File: src/rtl/envio_pkg.sv
// Shared definitions for the response transmitter: FSM states, UART frame
// constants and the response codes exchanged with the host.
// Optional feature macro: ENVIO_PARITY_EN (adds an even-parity bit per byte).
package envio_pkg;

`ifdef ENVIO_PARITY_EN
  typedef enum logic [2:0] {
    ST_IDLE   = 3'd0,
    ST_START  = 3'd1,
    ST_DATA   = 3'd2,
    ST_PARITY = 3'd3,
    ST_STOP   = 3'd4
  } state_t;
`else
  typedef enum logic [1:0] {
    ST_IDLE  = 2'd0,
    ST_START = 2'd1,
    ST_DATA  = 2'd2,
    ST_STOP  = 2'd3
  } state_t;
`endif

  localparam logic        START_BIT = 1'b0;
  localparam logic        STOP_BIT  = 1'b1;
  localparam int unsigned DATA_BITS = 8;

  // Response codes understood by the host side
  localparam logic [7:0] RESP_07 = 8'h07;
  localparam logic [7:0] RESP_08 = 8'h08;
  localparam logic [7:0] RESP_09 = 8'h09;
  localparam logic [7:0] RESP_0A = 8'h0A;
  localparam logic [7:0] RESP_0B = 8'h0B;
  localparam logic [7:0] RESP_0D = 8'h0D;
  localparam logic [7:0] RESP_0E = 8'h0E;
  localparam logic [7:0] RESP_1F = 8'h1F;
  localparam logic [7:0] RESP_45 = 8'h45;
  localparam logic [7:0] RESP_FF = 8'hFF;
  localparam logic [7:0] RESP_AB = 8'hAB;

  // Even parity: XOR of all data bits
  function automatic logic even_parity(input logic [7:0] b);
    return ^b;
  endfunction

endpackage

File: src/rtl/envio_resposta_baud_tick.sv
// Bit-time generator: one-cycle tick every CLKS_PER_BIT cycles, restarted
// from zero by clr_i so the first bit of a frame gets a full bit time.
module baud_tick #(
  parameter int unsigned CLKS_PER_BIT = 2
) (
  input  logic clk_i,
  input  logic rst_i,
  input  logic clr_i,
  output logic tick_o
);

  localparam int unsigned CW = (CLKS_PER_BIT > 1) ? $clog2(CLKS_PER_BIT) : 1;
  localparam logic [CW-1:0] LAST = CW'(CLKS_PER_BIT - 1);

  logic [CW-1:0] cnt_q, cnt_d;

  assign tick_o = (cnt_q == LAST);

  // Next count: clear on request, otherwise wrap at the last cycle of a bit
  always_comb begin
    cnt_d = cnt_q + 1'b1;
    if (clr_i || tick_o) cnt_d = '0;
  end

  // Counter register
  always_ff @(posedge clk_i or posedge rst_i) begin
    if (rst_i) cnt_q <= '0;
    else       cnt_q <= cnt_d;
  end

endmodule

File: src/rtl/envio_resposta.sv
// Sends a two-byte response (command, then value) over a UART line when the
// sensor stage raises its data-ready level.
// Optional feature macro: ENVIO_PARITY_EN (even parity bit after each byte).
module envio_resposta
  import envio_pkg::*;
#(
  parameter int unsigned CLK_FREQ = 50000000,
  parameter int unsigned BAUD     = 9600
) (
  input  logic       clock,
  input  logic       reset,
  input  logic       send,
  input  logic [7:0] response_command,
  input  logic [7:0] response_value,
  output logic       tx,
  output logic       busy,
  output logic       done
);

  localparam int unsigned CLKS_PER_BIT = CLK_FREQ / BAUD;

  state_t     state_q;
  logic       send_prev_q;
  logic [7:0] cmd_q, val_q;
  logic       byte_sel_q;
  logic [2:0] bit_idx_q;
  logic       tx_q, busy_q, done_q;
  logic       tick, trigger;
  logic [7:0] cur_byte;

  // Done cycle is still IDLE, so it is excluded explicitly
  assign trigger  = send && !send_prev_q && (state_q == ST_IDLE) && !done_q;
  assign cur_byte = byte_sel_q ? val_q : cmd_q;

  baud_tick #(.CLKS_PER_BIT(CLKS_PER_BIT)) u_baud_tick (
    .clk_i  (clock),
    .rst_i  (reset),
    .clr_i  (trigger),
    .tick_o (tick)
  );

  // Frame FSM with registered line and status outputs
  always_ff @(posedge clock or posedge reset) begin
    if (reset) begin
      state_q     <= ST_IDLE;
      send_prev_q <= 1'b1;
      cmd_q       <= '0;
      val_q       <= '0;
      byte_sel_q  <= 1'b0;
      bit_idx_q   <= '0;
      tx_q        <= STOP_BIT;
      busy_q      <= 1'b0;
      done_q      <= 1'b0;
    end else begin
      send_prev_q <= send;
      done_q      <= 1'b0;
      case (state_q)
        ST_IDLE: begin
          if (trigger) begin
            cmd_q      <= response_command;
            val_q      <= response_value;
            byte_sel_q <= 1'b0;
            bit_idx_q  <= '0;
            tx_q       <= START_BIT;
            busy_q     <= 1'b1;
            state_q    <= ST_START;
          end
        end
        ST_START: begin
          if (tick) begin
            tx_q    <= cur_byte[0];
            state_q <= ST_DATA;
          end
        end
        ST_DATA: begin
          if (tick) begin
            if (bit_idx_q == 3'(DATA_BITS - 1)) begin
`ifdef ENVIO_PARITY_EN
              tx_q    <= even_parity(cur_byte);
              state_q <= ST_PARITY;
`else
              tx_q    <= STOP_BIT;
              state_q <= ST_STOP;
`endif
            end else begin
              tx_q      <= cur_byte[bit_idx_q + 3'd1];
              bit_idx_q <= bit_idx_q + 3'd1;
            end
          end
        end
`ifdef ENVIO_PARITY_EN
        ST_PARITY: begin
          if (tick) begin
            tx_q    <= STOP_BIT;
            state_q <= ST_STOP;
          end
        end
`endif
        ST_STOP: begin
          if (tick) begin
            bit_idx_q <= '0;
            if (!byte_sel_q) begin
              byte_sel_q <= 1'b1;
              tx_q       <= START_BIT;
              state_q    <= ST_START;
            end else begin
              byte_sel_q <= 1'b0;
              tx_q       <= STOP_BIT;
              busy_q     <= 1'b0;
              done_q     <= 1'b1;
              state_q    <= ST_IDLE;
            end
          end
        end
        default: state_q <= ST_IDLE;
      endcase
    end
  end

  assign tx   = tx_q;
  assign busy = busy_q;
  assign done = done_q;

endmodule

File: config.mk
export PLATFORM = sky130hd
export DESIGN_NAME = envio_resposta
export DESIGN_NICKNAME = d
export VERILOG_FILES = /design/src/rtl/envio_pkg.sv /design/src/rtl/envio_resposta_baud_tick.sv /design/src/rtl/envio_resposta.sv
export SDC_FILE = /design/constraint.sdc
export NUM_CORES = 1
export LEC_CHECK = 0
export CAP_MARGIN = 5
export CORE_MARGIN = 3
export CORE_UTILIZATION = 45
export CTS_CLUSTER_DIAMETER = 50
export CTS_CLUSTER_SIZE = 20
export DETAILED_ROUTE_END_ITERATION = 8
export GPL_ROUTABILITY_DRIVEN = 0
export PLACE_DENSITY = 0.66
export SYNTH_ARGS = -nofsm -noshare
export SYNTH_HDL_FRONTEND = slang
export SYNTH_SLANG_ARGS = --single-unit
File: constraint.sdc
create_clock -name clock -period 2.1 [get_ports clock]
set_input_delay 0.42 -clock clock [delete_from_list [all_inputs] [get_ports clock]]
set_output_delay 0.42 -clock clock [all_outputs]
set_load 0.01 [all_outputs]
# After elaboration in Yosys (flattened, before gate mapping)
# Index checks and enable logic that the tools add are counted.
# totals
ff_bits	39
inputBits	19
# classes
n_addsub	2
order_cmp	1
eq_ne	12
mux	32
reduce_logical	15
# op_table
cell	count
$mux 1	15
$add 13x1->13 const B	1
$eq 13x13->1 const B	1
$mux 13	1
$mux 3	4
$mux 2	5
$reduce_and 5->1	2
$pmux 3 s3	1
$mux 8	1
$ne 2x1->1 const B	4
$pmux 2 s4	1
$reduce_and 4->1	2
$ne 2x2->1 const B	3
$eq 2x2->1 const B	2
$lt 3x4->1 const B	1
$pmux 1 s2	2
$pmux 1 s4	1
$add 3x1->3 const B	1
$bmux 1 s3	1
$eq 3x3->1 const B	1
$logic_and 1x1->1	3
$reduce_and 3->1	1
$reduce_bool 3->1	1
$eq 2x1->1 const B	1
other kinds (5)	6

# Depth between registers and ports, before layout
# Gate-level depths: netlist (run 1).
# depth
ltp_word	6
depth_mapped	8

# Modules after synthesis
# Synthesis (run 1) repeated with hierarchy kept, for this count alone.
# hier_totals
cells_unflattened	175
area_unflattened_um2	2048.2
# by_module_without_submodules
mod	n_inst	cells_each	area_per_inst_um2	seq_area_each_um2
envio_resposta	1	110	1392.6	653.1
baud_tick	1	65	655.6	325.3

# Worst setup path after synthesis (run 1)
# OpenSTA, ideal clock, no wires.
# synth_timing
path_type	reg2reg
startpoint	register state_q[0]
endpoint	register cmd_q[0]
setup_ns	0.125
t_arrival_ns	1.828
t_required_ns	1.975
slack_ns	0.148
stages_incl_launch_ff	7
cell_sequence	dfrtp_1 > inv_1 > ha_1 > nor4b_1 > clkbuf_1 > buf_2 > mux2_2
# synth_via
elab_chain_cells	4
# synth_rtl
item	line	rtl
start, declared	envio_resposta.sv:22	state_t state_q;
start signal, assigned	envio_resposta.sv:45	state_q <= ST_IDLE;
start signal, assigned	envio_resposta.sv:66	state_q <= ST_START;
start signal, assigned	envio_resposta.sv:72	state_q <= ST_DATA;
$logic_not 2->1 (*)	envio_resposta.sv:32, envio_resposta.sv:57	
$logic_and 1x1->1 (2 in series)	envio_resposta.sv:32	assign trigger = send && !send_prev_q && (state_q == ST_IDLE) && !done_q;
$reduce_and 2->1 (no line) (*)	-	
end signal, assigned	envio_resposta.sv:60	cmd_q <= response_command;
end, declared	envio_resposta.sv:24	logic [7:0] cmd_q, val_q;
# Mark *: on every way between the ends. The rest lies on a longest branch, timed or not.
# A chain may end at the register's enable or synchronous reset.

# Worst setup path in the final report (run 1)
# layout_timing
startpoint	register u_baud_tick.cnt_q[0]
endpoint	register state_q[1]
# layout_via
elab_chain_cells	3
# layout_rtl
item	line	rtl
start, declared	envio_resposta_baud_tick.sv:15	logic [CW-1:0] cnt_q, cnt_d;
start signal, assigned	envio_resposta_baud_tick.sv:28	else cnt_q <= cnt_d;
$eq 13x13->1 (*)	envio_resposta_baud_tick.sv:17	assign tick_o = (cnt_q == LAST);
$ne 2x1->1 (no line)	-	
$reduce_and 5->1 (no line) (*)	-	
# Marked as above.

==> qor.csv, run 1 <==
metric;value;unit
status;completed;
initialDrtViolationCount;76;
dr_wl_met3;124;µm
initial_core_util;0.480;
met2_length;1800;µm
wl_met1;1710;µm
syn_avg_cell_area;12.1;µm²
core_area;0.00414;mm²
startpoint_type;register;
top_layer;met4;
cpPeakStageDelay;0.41;ns
cp.required;2.27;ns
synth_compound_area_frac;0.0585;
crit_chain;ha_1 > nor4b_4 > nand3_1 > a221o_1 > mux2_1;
yosysTopAreaCellShare;0.465;
ys_seq_area_frac;0.492;
io_pins;22;
htree_levels;2;
antenna_cells;0;
worst_pin_slew;0.486;ns
synthMostInstantiatedCell;dfrtp_1;
dpl_worst_slack;-0.0940;ns
fin_tns_setup;0;ns
synth_top_family_by_area;simple AND/OR/NAND/NOR gates;
clkTransAtPathRegs;0.07;ns
end_kind;register;
cts_made_buffers;5;
avgRoutedWirePerCell;15.0;µm
period_needed;1.98;ns
yosys.area_share.simple;0.165;
placed_cell_area;0.00228;mm²
drt-total-wl;3690;µm
skew;0.00403;ns
syn_inst;165;
critical_path_peak_fanout;5;
ys_top_cells_by_count;dfrtp_1, mux2_2, nor2_1, nand2_1;
die_area;0.00526;mm²
powerDensity;582;mW/mm²
cts.path.max_buffers;2;
placedCellCount;237;
cts_tree;done;
grt_max_degree;40;
yosys_register_bits;39;
grt_pass1_vias;1387;
area_delta_synth_final;21.0;%
root_buffer;clkbuf_8;
drv_cap;0;
synth_xor_area_frac;0.0528;
async_flop_share;1.00;
min_path_type;reg -> reg;
ant_nets;0;
grt_overflow;0;
drt_pre_antenna_iters;4;
synthAdderAreaFrac;0.0503;
critPathSlowestCell;dfrtp_1;
syn-cell-area;0.00199;mm²
synth-edff-count;0;
ir_drop;0.000337;V
num_rows;23;
postCtsSetupRepairBufs;0;
period_share;0.944;
fin_ws;0.117;ns
clk_latency;0.29;ns
path_class;reg -> reg;
muxShareOfSynthArea;0.158;
maxSlewViolCount;0;
synth_area_leader_cell;dfrtp_1;
die_height;72.5;µm
synth_area_leaders;dfrtp_1, mux2_2, ha_1, xor2_1, dfstp_2;
dieWidth;72.5;µm
drc;0;
total_power;1.40;mW
grt_antenna_before_repair;0;
nets;221;
drive_gt1_frac;0.221;
synth_nets;192;
cts_sinks;39;
synth_cell_types;41;
hpwl;2740;µm
vias;1339;
postLayoutCellArea;0.00241;mm²
ys.flop_type;dfrtp_1;
relSlewSlack;0.676;
final_cells;245;
p_leak;1.13;nW
setup_viol;0;
yosysWarnings;0;
viasPerCell;5.47;
grt_pass1_wl;6400;µm
clock.fmax;504;MHz
critPathArrivalTime;2.15;ns
hold_viol_final;0;
track_usage;0.158;
io_buffers;21;
-- placed cells by master (no fill, tap or decap), types with 6 or more instances in the layout --
master / Yosys / final
and3_1: 6 / 6
xor2_1: 8 / 8
clkdlybuf4s50_1: 0 / 21
nand2_1: 9 / 9
ha_1: 8 / 8
mux2_2: 17 / 17
nor2_1: 14 / 14
dfrtp_1: 37 / 37
inv_1: 6 / 6
-- cells by family after synthesis --
kind of cell    count (synthesis)
flops                          39
fa+ha+maj                       8
buf+inv                        10
simple gates                   54
xor+xnor                       12
mux                            25
compound gates                 17
-- sequential cells by signal, indices dropped and copies added (netlist names) --
register / cells
state_q: 2
val_q: 8
done: 1
u_baud_tick.cnt_q: 13
tx: 1
busy: 1
cmd_q: 8
bit_idx_q: 3
send_prev_q: 1
byte_sel_q: 1
-- layer usage --
metal,up-vias,track usage
met5,-,0
li1,646,-
met2,18,0.247
met3,4,0.0443
met4,0,0.0553
met1,671,0.212
-- critical path: cells and delay by family (launching register included) --
| family | cells | cell delay, ns |
|---|---|---|
| and+or+nand+nor | 2 | 0.48 |
| muxes | 1 | 0.32 |
| AOI/OAI and AO/OA | 1 | 0.40 |
| adders and majority gates | 1 | 0.26 |
| DFF | 1 | 0.41 |
-- what timing repair did --
| action | in CTS | in global routing |
|---|---|---|
| endpoints found under the setup margin | 0 | 5 |
| hold buffers | 0 | 0 |
| gates resized for setup | 0 | 3 |
-- final timing paths --
path,from,endpoint,cells after the start,slack [ns]
worst max-delay path,u_baud_tick.cnt_q[0]$_DFF_PP0_,state_q[1]$_DFFE_PP0P_,5,0.12
worst min-delay path,cmd_q[5]$_DFFE_PP0P_,cmd_q[5]$_DFFE_PP0P_,1,0.51
worst max register to register,u_baud_tick.cnt_q[0]$_DFF_PP0_,state_q[1]$_DFFE_PP0P_,5,0.12
worst min register to register,cmd_q[5]$_DFFE_PP0P_,cmd_q[5]$_DFFE_PP0P_,1,0.51
max in group asynchronous,reset,send_prev_q$_DFF_PP1_,3,1.19
min in group asynchronous,reset,u_baud_tick.cnt_q[3]$_DFF_PP0_,3,0.55
-- stage by stage --
step	util	hold WS (ns)
3_5_place_dp	0.551	0.496
3_3_place_gp	0.551	0.488
6_report	0.581	0.511
5_1_grt	0.581	0.535
2_1_floorplan	-	0.424
4_1_cts	0.576	0.513
-- power breakdown --
group | switching, mW | total (mW) | internal [mW]
clock | 0.245 | 0.600 | 0.355
combinational | 0.0190 | 0.0496 | 0.0306
sequential | 0.000772 | 0.753 | 0.753
total | 0.265 | 1.40 | 1.14
-- layout make-up --
class	instances	area, µm²
repair buffers	26	248
clock buffers	7	76.3
well taps	50	62.6
fillers	356	1740
clock inverters	1	30.0
flip-flops and latches	39	978
inverters	6	22.5
multi-input cells	116	991
Note: power is estimated with default switching activity, not from simulation.
==> inputs of run 2 (changes only) <==
--- a/config.mk
+++ b/config.mk
@@ -7,12 +7,13 @@
 export LEC_CHECK = 0
 export CAP_MARGIN = 5
 export CORE_MARGIN = 3
-export CORE_UTILIZATION = 45
+export CORE_UTILIZATION = 55
 export CTS_CLUSTER_DIAMETER = 50
 export CTS_CLUSTER_SIZE = 20
 export DETAILED_ROUTE_END_ITERATION = 8
 export GPL_ROUTABILITY_DRIVEN = 0
-export PLACE_DENSITY = 0.66
+export PLACE_DENSITY = 0.78
+export REMOVE_ABC_BUFFERS = 1
 export SYNTH_ARGS = -nofsm -noshare
 export SYNTH_HDL_FRONTEND = slang
 export SYNTH_SLANG_ARGS = --single-unit
==> qor.csv, run 2 (synthesis gave the netlist of run 1 again) <==
metric;value;unit;change
status;completed;;
setup_viol;0;;unchanged
hpwl;2820;µm;+2.7%
vias;1351;;+0.90%
placed_cell_area;0.00229;mm²;+0.44%
io_buffers;21;;unchanged
fin_ws;0.176;ns;+0.0588 ns
cp.required;2.33;ns;+0.06 ns
internal_power;1.06;mW;-6.5%
grt_pass1_vias;1437;;+3.6%
initial_core_util;0.583;;+0.102
cpPeakStageDelay;0.42;ns;about the same
avgRoutedWirePerCell;15.2;µm;+0.77%
postLayoutCellArea;0.00239;mm²;-0.68%
num_rows;21;;-8.7%
switching_share;0.199;;+0.0107
viasPerCell;5.56;;+1.7%
core_area;0.00342;mm²;-18%
htree_levels;2;;unchanged
grt_pass1_wl;6470;µm;+1.2%
placedCellCount;235;;-0.84%
hold_ws;0.471;ns;-0.0408 ns
finish.utilization;0.700;;+0.119
clock.fmax;520;MHz;+3.1%
area_delta_synth_final;20.2;%;
largest_reg_flops;13;;unchanged
clk_latency;0.34;ns;+0.05 ns
fin_tns_setup;0;ns;unchanged
clkTransAtPathRegs;0.12;ns;+0.05 ns
critPathArrivalTime;2.16;ns;about the same
final_common_cell;dfrtp_1;;
drt-total-wl;3680;µm;about the same
drv_cap;0;;unchanged
ant_nets;0;;unchanged
critical_path_peak_fanout;5;;unchanged
final_cells;243;;-0.82%
hold_viol_final;0;;unchanged
cts_tree;done;;
grt_overflow;0;;unchanged
initialDrtViolationCount;63;;-17%
top_regs;u_baud_tick.cnt_q: 13 flops, cmd_q: 8 flops, val_q: 8 flops;;
p_sw;265;µW;+0.11%
die_area;0.00438;mm²;-17%
critPathSlowestCell;dfrtp_1;;
cts_sinks;39;;unchanged
worst_pin_slew;0.439;ns;-0.0465 ns
period_share;0.916;;-0.0280
regMostFlops;u_baud_tick.cnt_q;;
grt_max_degree;40;;unchanged
skew;0.00471;ns;+0.000677 ns
min_path_type;in -> async;;
maxSlewViolCount;0;;unchanged
die_height;66.2;µm;-8.8%
io_pins;22;;unchanged
track_usage;0.199;;+0.0407
relSlewSlack;0.700;;+0.0234
seqPwrFrac;0.567;;+0.030
p_leak;1.13;nW;+0.28%
path_class;reg -> reg;;
cts_made_buffers;5;;unchanged
ir_drop;0.000483;V;+43%
dieWidth;66.2;µm;-8.8%
combPwrFrac;0.037;;+0.002
powerDensity;556;mW/mm²;-4.6%
nets;223;;+0.90%
holdBufCountCts;0;;unchanged
crit_chain;ha_1 > nor4b_4 > nand3_1 > a221o_1 > nor4b_1 > a21oi_1;;
drive_gt1_frac;0.234;;+0.0130
dpl_worst_slack;-0.132;ns;-0.0385 ns
root_buffer;clkbuf_4;;
drc;0;;unchanged
startpoint_type;register;;
period_needed;1.92;ns;-0.0588 ns
drt_pre_antenna_iters;4;;unchanged
end_kind;register;;
total_power;1.33;mW;-5.3%
grt_antenna_before_repair;0;;unchanged
postCtsSetupRepairBufs;0;;unchanged
cts.path.max_buffers;2;;unchanged
p_clk_frac;0.396;;-0.032
fillCellCount;258;;-28%
antenna_cells;0;;unchanged
final_cell_mix;dfrtp_1, clkdlybuf4s50_1, mux2_2;;
[run 2: changes by cell type in the layout (fill, tap and decap cells not counted), sizes merged]
cell    before  now
clkbuf       7    6
buf          5    7
clkinv       0    1
[run 2: worst max-delay path, delay by kind of cell (launching register included)]
| kind | cells | cell delay (ns) |
|---|---|---|
| flops | 1 | 0.42 |
| fa+ha+maj | 1 | 0.25 |
| compound gates | 2 | 0.44 |
| simple gates | 3 | 0.70 |
[run 2: worst paths after layout]
kind,endpoint,cells after the start,slack [ns],from
setup / recovery,state_q[0]$_DFFE_PP0P_,6,0.18,u_baud_tick.cnt_q[0]$_DFF_PP0_
hold / removal,cmd_q[0]$_DFFE_PP0P_,3,0.47,reset
setup reg to reg,state_q[0]$_DFFE_PP0P_,6,0.18,u_baud_tick.cnt_q[0]$_DFF_PP0_
hold reg to reg,cmd_q[3]$_DFFE_PP0P_,1,0.52,cmd_q[3]$_DFFE_PP0P_
max in group asynchronous,tx$_DFFE_PP1P_,3,1.27,reset
min in group clock,send_prev_q$_DFF_PP1_,1,0.51,send
[run 2: layout make-up]
| class | count | area (µm²) | share of cell area |
|---|---|---|---|
| clock buffers | 6 | 51.3 | 0.0214 |
| clock inverters | 2 | 35.0 | 0.0146 |
| inverters | 6 | 22.5 | 0.00941 |
| multi-input cells | 116 | 985 | 0.412 |
| flip-flops and latches | 39 | 978 | 0.409 |
| well taps | 46 | 57.6 | 0.0241 |
| repair buffers | 28 | 263 | 0.110 |
[run 2: layer usage]
metal | track usage | part of all wire | vias up
met5 | 0 | 0 | -
met4 | 0.0533 | 0.0090 | 0
met3 | 0.0629 | 0.045 | 5
met2 | 0.336 | 0.52 | 31
met1 | 0.244 | 0.43 | 662
li1 | - | - | 653
[run 2: power groups by stage]
stage                     Clock (mW)  Sequential (mW)  Combinational, mW
after global routing           0.576            0.754             0.0544
after CTS                      0.543            0.753             0.0513
final                          0.527            0.753             0.0493
after detailed placement           0            0.768             0.0509
after floorplan                    0            0.767             0.0118
after global placement             0            0.768             0.0491
[run 2: timing repair]
item,in CTS,in global routing
endpoints found under the hold margin,0,0
setup endpoints to repair,0,5
gates resized for setup,0,2
==> inputs of run 3 (changes only) <==
==> constraint.sdc (replaced) <==
create_clock -name clock -period 1.8 [get_ports clock]
set_input_delay 0.36 -clock clock [delete_from_list [all_inputs] [get_ports clock]]
set_output_delay 0.36 -clock clock [all_outputs]
set_load 0.01 [all_outputs]
==> qor.csv, run 3 (synthesis gave the netlist of run 1 again) <==
metric;value;unit;change
p_leak;1.33;nW;+17%
drc;0;;unchanged
regMostFlops;u_baud_tick.cnt_q;;
grt_pass1_vias;1609;;+12%
final_cell_mix;dfrtp_1, buf_4, clkdlybuf4s50_1;;
reg2reg_slack;-0.05;ns;-0.23 ns
hold_viol_final;0;;unchanged
grt_antenna_before_repair;0;;unchanged
period_needed;1.85;ns;-0.0724 ns
path_class;reg -> reg;;
critPathCapture;tx$_DFFE_PP1P_;;
rsz0062_at_grt;yes;;
period_share;1.03;;+0.112
drt-total-wl;5110;µm;+39%
maxSlewViolCount;0;;unchanged
critical_path_peak_fanout;3;;-2
cts.path.max_buffers;2;;unchanged
htree_levels;2;;unchanged
clkTransAtPathRegs;0.13;ns;about the same
hpwl;3050;µm;+8.2%
drive_gt1_frac;0.456;;+0.223
initial_core_util;0.583;;unchanged
fillCellCount;171;;-34%
fin_ws;-0.0515;ns;-0.228 ns
worst_pin_slew;0.391;ns;-0.0479 ns
worstRegToRegCells;6;;unchanged
min_path_type;in -> async;;
drv_cap;0;;unchanged
grt_overflow;0;;unchanged
final_common_cell;dfrtp_1;;
viasPerCell;5.74;;+3.3%
clock.fmax;540;MHz;+3.9%
holdBufCountCts;0;;unchanged
cts_sinks;39;;unchanged
cp-startpoint;state_q[1]$_DFFE_PP0P_;;
finish.utilization;0.847;;+0.147
nets;254;;+14%
initialDrtViolationCount;93;;+48%
setup_viol;3;;+3
top_regs;u_baud_tick.cnt_q: 13 flops, cmd_q: 8 flops, val_q: 8 flops;;
ir_drop;0.000712;V;+48%
num_rows;21;;unchanged
core_area;0.00342;mm²;unchanged
antenna_cells;0;;unchanged
relSlewSlack;0.738;;+0.0384
cp.required;2.10;ns;-0.23 ns
critPathArrivalTime;2.15;ns;about the same
avgRoutedWirePerCell;18.7;µm;+23%
dpl_worst_slack;-0.371;ns;-0.239 ns
rr_startpoint;state_q[1]$_DFFE_PP0P_;;
cts_tree;done;;
drt_pre_antenna_iters;4;;unchanged
startpoint_type;register;;
die_area;0.00438;mm²;unchanged
violations;setup timing;;
r2r_end;tx$_DFFE_PP1P_;;
hold_ws;0.345;ns;-0.126 ns
area_delta_synth_final;45.3;%;
end_kind;register;;
clk_latency;0.35;ns;about the same
io_buffers;21;;unchanged
die_height;66.2;µm;unchanged
io_pins;22;;unchanged
powerDensity;577;mW/mm²;+3.8%
grt_max_degree;40;;unchanged
cts_made_buffers;5;;unchanged
status;finished with violations;;
skew;0.0183;ns;+0.0136 ns
grt_pass1_wl;7130;µm;+10%
root_buffer;clkbuf_4;;
vias;1574;;+17%
dieWidth;66.2;µm;unchanged
track_usage;0.217;;+0.0182
ant_nets;0;;unchanged
largest_reg_flops;13;;unchanged
## run 3: cell count changes in the layout (fill, tap and decap cells not counted), moves of 3 or more
cell,before,now
mux2_2,17,10
nor2_2,0,5
mux2_4,0,8
nor2_4,0,8
buf_6,0,4
nor2_1,14,1
buf_8,0,3
buf_4,7,29
ha_1,8,4
ha_2,0,3
## run 3: stage by stage
stage	power, mW	cells	instance area (µm²)	TNS [ns]
after detailed placement	0.960	254	2450	-10.28
after global placement	0.958	254	2450	-7.47
after global routing	1.72	274	2890	-0.988
final	1.67	274	2890	-0.0645
after CTS	1.67	265	2640	-0.0871
after floorplan	0.909	161	1970	-42.73
## run 3: where the power goes
group / switching [mW] / internal [mW]
Combinational: 0.0249 / 0.0407
Clock: 0.290 / 0.434
Sequential: 0.00140 / 0.878
Total: 0.316 / 1.35
## run 3: what timing repair did
action	CTS	global route
gates cloned	0	2
gates resized for setup	14	51
pin swaps	4	15
setup buffers	3	7
setup endpoints to repair	32	37
## run 3: layer usage
layer,wire [µm],part of all wire,global-route usage,vias to the layer above
li1,-,-,-,717
met1,2080,0.41,0.263,792
met2,2710,0.53,0.361,52
met3,210,0.041,0.0561,13
met4,112,0.022,0.0990,0
met5,0,0,0,-
## run 3: layout make-up
type	instances	area, µm²	share of cell area
inverter	6	22.5	0.00779
clock inverter	2	60.1	0.0208
tap	46	57.6	0.0199
sequential	39	981	0.339
clock buffer	6	41.3	0.0143
timing repair buffer	59	562	0.194
multi-input combinational	116	1170	0.404
## run 3: how the worst min path moves through the flow
stage / to / slack, ns / depth (start not counted)
floorplan: send_prev_q$_DFF_PP1_ / 0.36 / 0
global placement: cmd_q[2]$_DFFE_PP0P_ / 0.48 / 1
detailed placement: cmd_q[2]$_DFFE_PP0P_ / 0.50 / 1
CTS: byte_sel_q$_DFFE_PP0P_ / 0.36 / 3
global route: bit_idx_q[0]$_DFFE_PP0P_ / 0.38 / 3
finish: bit_idx_q[0]$_DFFE_PP0P_ / 0.34 / 3
## run 3: worst max-delay path, stage by stage, from the launching register on
cell,delay (ns)
dfrtp_1,0.43
buf_4,0.16
ha_1,0.22
or3_2,0.45
a21oi_1,0.20
o21ai_0,0.14
o22a_1,0.19
